[config.mk]
export PLATFORM = sky130hd
export DESIGN_NAME = button_event_decoder
export DESIGN_NICKNAME = d
export VERILOG_FILES = /design/src/rtl/button_pkg.sv /design/src/rtl/level_synchronizer.sv /design/src/rtl/button_event_decoder.sv
export SDC_FILE = /design/constraint.sdc
export NUM_CORES = 1
export LEC_CHECK = 0
export BUFFER_PORTS_ARGS = -buffer_cell sky130_fd_sc_hd__buf_2
export CORE_MARGIN = 3
export CORE_UTILIZATION = 53
export CTS_CLUSTER_SIZE = 24
export DETAILED_ROUTE_END_ITERATION = 16
export GPL_ROUTABILITY_DRIVEN = 0
export GPL_TIMING_DRIVEN = 0
export PLACE_DENSITY = 0.74
export SLEW_MARGIN = 30
export SYNTH_ARGS = -nofsm -noshare
export SYNTH_HDL_FRONTEND = slang
export SYNTH_HIERARCHICAL = 1
export SYNTH_SLANG_ARGS = --single-unit
export TNS_END_PERCENT = 20
[constraint.sdc]
create_clock -name clk -period 2.2 [get_ports clk]
set_input_delay 0.44 -clock clk [delete_from_list [all_inputs] [get_ports clk]]
set_output_delay 0.44 -clock clk [all_outputs]
set_load 0.05 [all_outputs]
[src/rtl/button_pkg.sv]
// rtl/button_pkg.sv - shared state encoding and tick defaults for button event decoding
package button_pkg;

   // System clock the default tick counts are derived from
   localparam int CLK_HZ = 50_000_000;

   // Default timing: 1 s long press, 200 ms auto-repeat, 2-flop synchronizer
   localparam int DEF_SYNC_STAGES  = 2;
   localparam int DEF_LONG_TICKS   = CLK_HZ;
   localparam int DEF_REPEAT_TICKS = CLK_HZ / 5;
   localparam int DEF_CNT_W        = 26;

   // 2-bit state encodings shared by every consumer of the decoder state
   localparam logic [1:0] ST_WAIT_REL = 2'd0;
   localparam logic [1:0] ST_IDLE     = 2'd1;
   localparam logic [1:0] ST_SHORT    = 2'd2;
   localparam logic [1:0] ST_LONG     = 2'd3;

   typedef enum logic [1:0] {
      WAIT_REL = ST_WAIT_REL,
      IDLE     = ST_IDLE,
      SHORT    = ST_SHORT,
      LONG     = ST_LONG
   } btn_state_e;

   // Counter value at which a hold of 'ticks' cycles is complete; 0 ticks maps to 0 (unused)
   function automatic int terminal_count(input int ticks);
      return (ticks == 0) ? 0 : ticks - 1;
   endfunction

endpackage

[src/rtl/level_synchronizer.sv]
// rtl/level_synchronizer.sv - generic N-flop level synchronizer with primed flag
module level_synchronizer #(
   parameter int STAGES = 2
) (
   input  logic clk,
   input  logic reset,
   input  logic level_in,
   output logic level_out,
   output logic primed_out
);

   // primed_q shifts a 1 alongside the data so level_out is known to reflect
   // a real post-reset sample of level_in once primed_out is high.
   logic [STAGES-1:0] sync_q;
   logic [STAGES-1:0] sync_d;
   logic [STAGES-1:0] primed_q;
   logic [STAGES-1:0] primed_d;

   // Next-state of both shift chains
   always_comb begin
      sync_d   = {sync_q[STAGES-2:0], level_in};
      primed_d = {primed_q[STAGES-2:0], 1'b1};
   end

   // Chain registers, cleared synchronously
   always_ff @(posedge clk) begin
      if (reset) begin
         sync_q   <= '0;
         primed_q <= '0;
      end else begin
         sync_q   <= sync_d;
         primed_q <= primed_d;
      end
   end

   assign level_out  = sync_q[STAGES-1];
   assign primed_out = primed_q[STAGES-1];

endmodule

[src/rtl/button_event_decoder.sv]
// rtl/button_event_decoder.sv - turns a debounced button level into press/release/click/long/repeat strobes
module button_event_decoder
   import button_pkg::*;
#(
   parameter int SYNC_STAGES  = DEF_SYNC_STAGES,
   parameter int LONG_TICKS   = DEF_LONG_TICKS,
   parameter int REPEAT_TICKS = DEF_REPEAT_TICKS,
   parameter int CNT_W        = DEF_CNT_W
) (
   input  logic       clk,
   input  logic       reset,
   input  logic       btn_level,
   output logic       press_pulse,
   output logic       release_pulse,
   output logic       click_pulse,
   output logic       long_pulse,
   output logic       repeat_pulse,
   output logic       held,
   output logic [7:0] click_count
);

   localparam logic [CNT_W-1:0] LONG_TC   = CNT_W'(terminal_count(LONG_TICKS));
   localparam logic [CNT_W-1:0] REPEAT_TC = CNT_W'(terminal_count(REPEAT_TICKS));
   localparam logic [CNT_W-1:0] CNT_ONE   = CNT_W'(1);
   localparam logic [CNT_W-1:0] CNT_MAX   = '1;
   localparam bit               REPEAT_ON = (REPEAT_TICKS != 0);

   logic btn_sync;
   logic sync_primed;

   btn_state_e       state_q, state_d;
   logic [CNT_W-1:0] hold_cnt_q, hold_cnt_d;
   logic [7:0]       click_count_q, click_count_d;
   logic             press_q, press_d;
   logic             release_q, release_d;
   logic             click_q, click_d;
   logic             long_q, long_d;
   logic             repeat_q, repeat_d;
   logic             held_q, held_d;

   level_synchronizer #(
      .STAGES(SYNC_STAGES)
   ) u_sync (
      .clk       (clk),
      .reset     (reset),
      .level_in  (btn_level),
      .level_out (btn_sync),
      .primed_out(sync_primed)
   );

   // Next-state, hold/click counters and next values of the registered strobes
   always_comb begin
      state_d       = state_q;
      hold_cnt_d    = hold_cnt_q;
      click_count_d = click_count_q;
      press_d       = 1'b0;
      release_d     = 1'b0;
      click_d       = 1'b0;
      long_d        = 1'b0;
      repeat_d      = 1'b0;

      case (state_q)
         // Leave only on a genuine post-reset low sample, so a button held
         // through reset is never reported as a fresh press.
         WAIT_REL: begin
            if (sync_primed && !btn_sync) begin
               state_d = IDLE;
            end
         end

         IDLE: begin
            if (btn_sync) begin
               state_d    = SHORT;
               press_d    = 1'b1;
               hold_cnt_d = '0;
            end
         end

         // Release is tested first so it wins over the long terminal count
         SHORT: begin
            if (!btn_sync) begin
               state_d       = IDLE;
               release_d     = 1'b1;
               click_d       = 1'b1;
               click_count_d = click_count_q + 8'd1;
            end else if (hold_cnt_q == LONG_TC) begin
               state_d    = LONG;
               long_d     = 1'b1;
               hold_cnt_d = '0;
            end else begin
               hold_cnt_d = hold_cnt_q + CNT_ONE;
            end
         end

         // With repeat disabled the counter just saturates
         LONG: begin
            if (!btn_sync) begin
               state_d   = IDLE;
               release_d = 1'b1;
            end else if (REPEAT_ON && (hold_cnt_q == REPEAT_TC)) begin
               repeat_d   = 1'b1;
               hold_cnt_d = '0;
            end else if (hold_cnt_q != CNT_MAX) begin
               hold_cnt_d = hold_cnt_q + CNT_ONE;
            end
         end

         default: begin
            state_d = WAIT_REL;
         end
      endcase

      held_d = (state_d == SHORT) || (state_d == LONG);
   end

   // State, counters and output registers with synchronous reset
   always_ff @(posedge clk) begin
      if (reset) begin
         state_q       <= WAIT_REL;
         hold_cnt_q    <= '0;
         click_count_q <= '0;
         press_q       <= 1'b0;
         release_q     <= 1'b0;
         click_q       <= 1'b0;
         long_q        <= 1'b0;
         repeat_q      <= 1'b0;
         held_q        <= 1'b0;
      end else begin
         state_q       <= state_d;
         hold_cnt_q    <= hold_cnt_d;
         click_count_q <= click_count_d;
         press_q       <= press_d;
         release_q     <= release_d;
         click_q       <= click_d;
         long_q        <= long_d;
         repeat_q      <= repeat_d;
         held_q        <= held_d;
      end
   end

   assign press_pulse   = press_q;
   assign release_pulse = release_q;
   assign click_pulse   = click_q;
   assign long_pulse    = long_q;
   assign repeat_pulse  = repeat_q;
   assign held          = held_q;
   assign click_count   = click_count_q;

endmodule

Word level (Yosys, flattened, before mapping)
Index checks and enable logic that the tools add are counted.

operators by class
  $add $sub $neg = 2
  eq/ne operators = 12
  muxes and demuxes = 18
  bitwise logic cells = 5
  reduce and logical (&&, ||, !) cells = 13

operator list
  operator                                                                 count
  26-bit 2-to-1 mux                                                        6
  26-bit one-hot mux with 3 select lines                                   1
  26-bit by 1-bit adder with 26-bit output, second input constant          1
  26-bit by 24-bit equality test with 1-bit output, second input constant  1
  26-bit equality test, second input constant                              1
  26-bit != test, second input constant                                    1
  2-bit 2-to-1 mux                                                         5
  8-bit by 1-bit adder with 8-bit output, second input constant            1
  2-bit equality test, second input constant                               4
  2-bit one-hot mux with 4 select lines                                    1
  2-bit OR reduction                                                       4
  2-bit by 1-bit != test with 1-bit output, second input constant          3
  3-bit OR reduction                                                       2
  1-bit 2-to-1 mux                                                         5
  1-bit inverter                                                           5
  5-bit AND reduction                                                      1
  3-bit != test, second input constant                                     1
  3-bit nonzero test                                                       1
  2-bit by 1-bit equality test with 1-bit output, second input constant    1
  2-bit zero test                                                          1
  2-bit AND reduction                                                      1
  1-bit logical AND                                                        1
  1-bit zero test                                                          1
  1-bit logical OR                                                         1

word-level totals
  flip-flop bits (word level) = 46
  input bits = 3

Longest topological paths before layout
  depth in word-level cells = 6
  depth in mapped cells = 9
  gate-level depth less buffers = 8

Hierarchy
The synthesis kept the hierarchy.

by module, submodules not included
  module                times used  cells an instance  area an instance (um^2)
  button_event_decoder  1           263                2,207.1
  level_synchronizer    1           8                  102.6

Least setup slack after synthesis
OpenSTA, ideal clock, no wires.

  path kind = register -> register
  start = register held (netlist name)
  end = register hold_cnt_q[14]
  setup time = 0.075 ns
  arrival = 2.344 ns
  data required time = 2.125 ns
  slack = -0.219 ns
  stages on the path, launching flop included = 9
  buffers on the path = 1
  clock period less this slack = 2.419 ns
  cells stage by stage = dfxtp_1 > inv_1 > ha_1 > nor3_2 > o22a_2 > a21bo_1 > buf_6 > or4b_1 > a31oi_1

RTL lines
  element               line                         RTL
  end signal, assigned  button_event_decoder.sv:130  hold_cnt_q <= hold_cnt_d;
  end, declared         button_event_decoder.sv:32   logic [CNT_W-1:0] hold_cnt_q, hold_cnt_d;

Final worst setup path
  start = register hold_cnt_q[18]
  end = register hold_cnt_q[17]

between the ends
  cells in the longest elaborated chain, start to end = 4
  elaborated cells on any way between the ends = 10
  those cells by class = 4 x eq/ne; 5 x mux; 1 x reduce/logical

RTL lines
  element                                                                                   line                                                     RTL
  26-bit by 24-bit equality test with 1-bit output or 26-bit equality test (tied branches)  button_event_decoder.sv:100, button_event_decoder.sv:86
  26-bit 2-to-1 mux (on tied branches)                                                      button_event_decoder.sv:100, button_event_decoder.sv:86
  26-bit 2-to-1 mux (on tied branches)                                                      button_event_decoder.sv:97, button_event_decoder.sv:81
  26-bit one-hot mux with 3 select lines                                                    button_event_decoder.sv:62                               case (state_q)

Several ways; a longest one is shown, not always the timed one. The select of a mux whose other input is x is not followed.
A chain may end at the register's enable or synchronous reset.

==> Implementation_results.wiki <==
{| class="wikitable"
! Metric !! Value
|-
| Result of the run || completed
|-
| Arrival time at the worst endpoint || 2.32 ns
|-
| Critical Path Start Type || register
|-
| Clock sink count || 45
|-
| Top-Level Pins || 17
|-
| Distinct cell type count of the synthesized netlist || between 40 and 50
|-
| Synthesized flop and latch total || 45
|-
| Post-synthesis cell area || 0.002310 mm2
|-
| Core Rows || 23
|-
| Antenna violations before repair || 0
|-
| Fin crit period || about 2.1 ns
|-
| Sequential cell area fraction in the yosys report || 0.3900
|-
| Count of mapped cells out of synthesis || 271
|-
| Final cycle utilization of the critical path || 0.9744
|-
| Critical path required time || 2.38 ns
|-
| Clock insertion delay at the later pin of the skew report || 0.30 ns
|-
| Cts bufs inserted || 5
|-
| HPWL after detailed placement || slightly below 4000 um
|-
| Combined global-route utilization of all metal layers || 0.2199
|-
| Number of DRC markers after the initial detailed-route iteration || approximately 140
|-
| Final setup vio count || 0
|-
| Fin Setup TNS || 0 ns
|-
| Dpl cells || 337
|-
| Critical path capture point || hold_cnt_q[17]
|-
| Lkg Pwr || 0.9883 nW
|-
| Dominant register cell in the synthesized netlist || dfxtp_1
|-
| Maximum vdd drop || 0.0003500 V
|-
| R2r endpoint || hold_cnt_q[17]
|-
| Dominant cells by area after synthesis || dfxtp_1 39%, o32ai_1 6.4%, nand2_1 5.2%
|-
| Maximum clock frequency || 466.5 MHz
|-
| Count of non-filler cells in the finished layout || 349
|-
| Area growth from synthesis to final layout || 16.47%
|-
| FF-to-FF Start || hold_cnt_q[18]
|-
| Total congestion overflow after global routing || 0
|-
| Remaining max-slew budget at the tightest pin || 0.6360
|-
| Final nets || roughly 310
|-
| Horizontal die dimension || 72.02 um
|-
| Maximum number of pins on one net before global-route repair || 15
|-
| Net Count, Synth || 280
|-
| Final routed DRC violation total || 0
|-
| Clock transition at path regs || 0.08 ns
|-
| Clock tree skew after final layout || 0.009474 ns
|-
| Placeable core area || between 0.004 and 0.005 mm2
|-
| Worst setup path class || register to register
|-
| Cell accounting for the most synthesized area || dfxtp_1
|-
| Number of synthesized flops with an enable pin || 0
|-
| Design Power || roughly 1.6 mW
|-
| Share of final-layout standard cells stronger than drive strength 1 || 0.2040
|-
| Average size of a mapped cell || 8.523 um2
|-
| Longest Clk Path Bufs || 2
|-
| Vertical extent of the die || 72.02 um
|-
| Count of maximum capacitance violations || 0
|-
| Setup slack of the critical path after layout || 0.05639 ns
|-
| Maximum fanout along the worst path || 10
|-
| Wire length of the first global-routing pass || 9073 um
|-
| Yosys warning count || 6
|-
| Count of input and output buffers || 16
|-
| Power density relative to cell area || about 600 mW/mm2
|-
| Hold Violations, Final || 0
|-
| Antenna-violating nets left || 0
|-
| Transition time of the tightest slew-check pin || 0.5460 ns
|-
| Starting density of the core || 0.5613
|-
| Dpl ws || -0.1260 ns
|-
| Final antenna diode count || 0
|-
| H-Tree Level Count || 2
|-
| Slack of the worst reg-to-reg path || 0.06 ns
|-
| Path type of the worst min-delay path || input port to register
|-
| Proportion of netlist area held by the largest area contributor || 0.3900
|-
| Fraction of registers with async set or reset after synthesis || 0
|-
| Final routed wire length divided by cell count || around 16 um
|-
| Count of pins over their slew limit || 0
|-
| Post-cts hold buffer count || 0
|-
| Via count of the first global-routing pass || approximately 1,900
|-
| Setup crit end kind || register
|-
| Final wirelength || 5563 um
|-
| 1st-pass router iterations || 6
|-
| CTS tree || yes
|-
| Setup repair after global routing missed its margin || true
|-
| Worst r2r path cells || 7
|-
| CTS root buffer || clkbuf_8
|-
| Per-cell via count in the routed design || 6.152
|-
| Area of the die || 0.005186 mm2
|-
| Via count || between 2,000 and 2,500
|-
| Beginning of the critical path || hold_cnt_q[18]
|}
## area by class of cell
cell class | instances | area (um2)
fill | 364 | 1425
multi-input combinational | 199 | 1358
sequential | 45 | 912.1
timing repair buffer | 20 | 110.1
clock buffer | 7 | 107.6
buffer | 14 | 83.83
tap | 50 | 62.56
inverter | 13 | 48.80
clock inverter | 1 | 7.507
## registers in the layout, indices dropped and copies added (netlist names)
signal,flops
click_count,8
click_pulse,1
held,1
hold_cnt_q,26
long_pulse,1
press_pulse,1
release_pulse,1
repeat_pulse,1
state_q,1
u_sync/primed_q,2
u_sync/sync_q,2
## worst max-delay path: stages, from the launching register on
cell and delay (ns):
dfxtp_2 0.36, nor4_4 0.41, nand4_1 0.25, o31ai_4 0.35
nand2_2 0.14, nand4_1 0.18, buf_4 0.22, o32ai_1 0.10
## layout by cell type (no fill, tap or decap), types with 3 or more instances in the layout
cell type	n
nand4_1	12
o41ai_1	4
and4_1	4
ha_1	4
a21oi_1	23
nor2_1	15
o32ai_1	17
dfxtp_1	40
clkbuf_8	6
and2_1	4
xor2_1	5
a211oi_1	3
nand2_1	30
nand3_1	19
nor3_1	5
buf_2	19
or3_1	3
inv_1	11
nor2b_1	4
and3_1	6
buf_4	6
clkbuf_1	4
a31oi_1	4
dfxtp_2	3
## worst min path at each step
stage / startpoint / end / slack (ns) / depth (start not counted)
final: btn_level / u_sync/sync_q[0] / 0.35 / 2
after global routing: btn_level / u_sync/sync_q[0] / 0.36 / 2
after CTS: btn_level / u_sync/sync_q[0] / 0.35 / 2
after detailed placement: u_sync/primed_q[0] / u_sync/primed_q[1] / 0.43 / 1
after global placement: u_sync/primed_q[0] / u_sync/primed_q[1] / 0.42 / 1
after floorplan: u_sync/primed_q[0] / u_sync/primed_q[1] / 0.41 / 1
## kinds of logic after synthesis
family | synth area share
simple gates | 0.2931
compound gates | 0.2004
flops | 0.3900
buf+inv | 0.05308
xor+xnor | 0.02654
fa+ha+maj | 0.03250
mux | 0.004334
## metrics by stage
stage	util	hold WS [ns]	cell area [um2]
global route	0.6537	0.3619	2690
floorplan	-	0.4138	2313
detailed placement	0.5968	0.4334	2456
CTS	0.6348	0.3461	2613
global placement	0.5968	0.4181	2456
finish	0.6537	0.3451	2690
## cell usage after synthesis (2+ instances only)
master and n:
a211oi_1 3, a21oi_1 23, a311oi_1 2, a31oi_1 4, and2_1 4, and3_1 7, and4_1 4, buf_2 5
buf_6 2, clkbuf_1 6, dfxtp_1 45, ha_1 6, inv_1 11, inv_2 2, nand2_1 32, nand3_1 19
nand4_1 12, nor2_1 16, nor2b_1 4, nor3_1 5, nor4_1 2, nor4b_1 2, o311ai_0 2, o31ai_2 2
o32ai_1 17, o41ai_1 4, or3_1 3, or4_1 2, xnor2_1 2, xor2_1 5
## metal layers
layer	wire length, um	GRT usage	vias to the layer above	part of all wire
met3	332	0.03324	16	0.060
met1	2508	0.2858	1003	0.45
li1	-	-	1073	-
met5	0	0	-	0
met2	2618	0.3694	55	0.47
met4	104	0.08142	0	0.019
## power breakdown
part / switching (mW) / internal (mW)
clock network: 0.288 / 0.324
logic: 0.0938 / 0.0608
registers: 0.00788 / 0.820
## what timing repair did
action | 4_1_cts | 5_1_grt
gates cloned | 0 | 0
buffers inserted | 1 | 3
pin swaps | 3 | 4
resized for setup | 10 | 14
endpoints found under the setup margin | 25 | 26
Power figures use the tool's default switching activity.
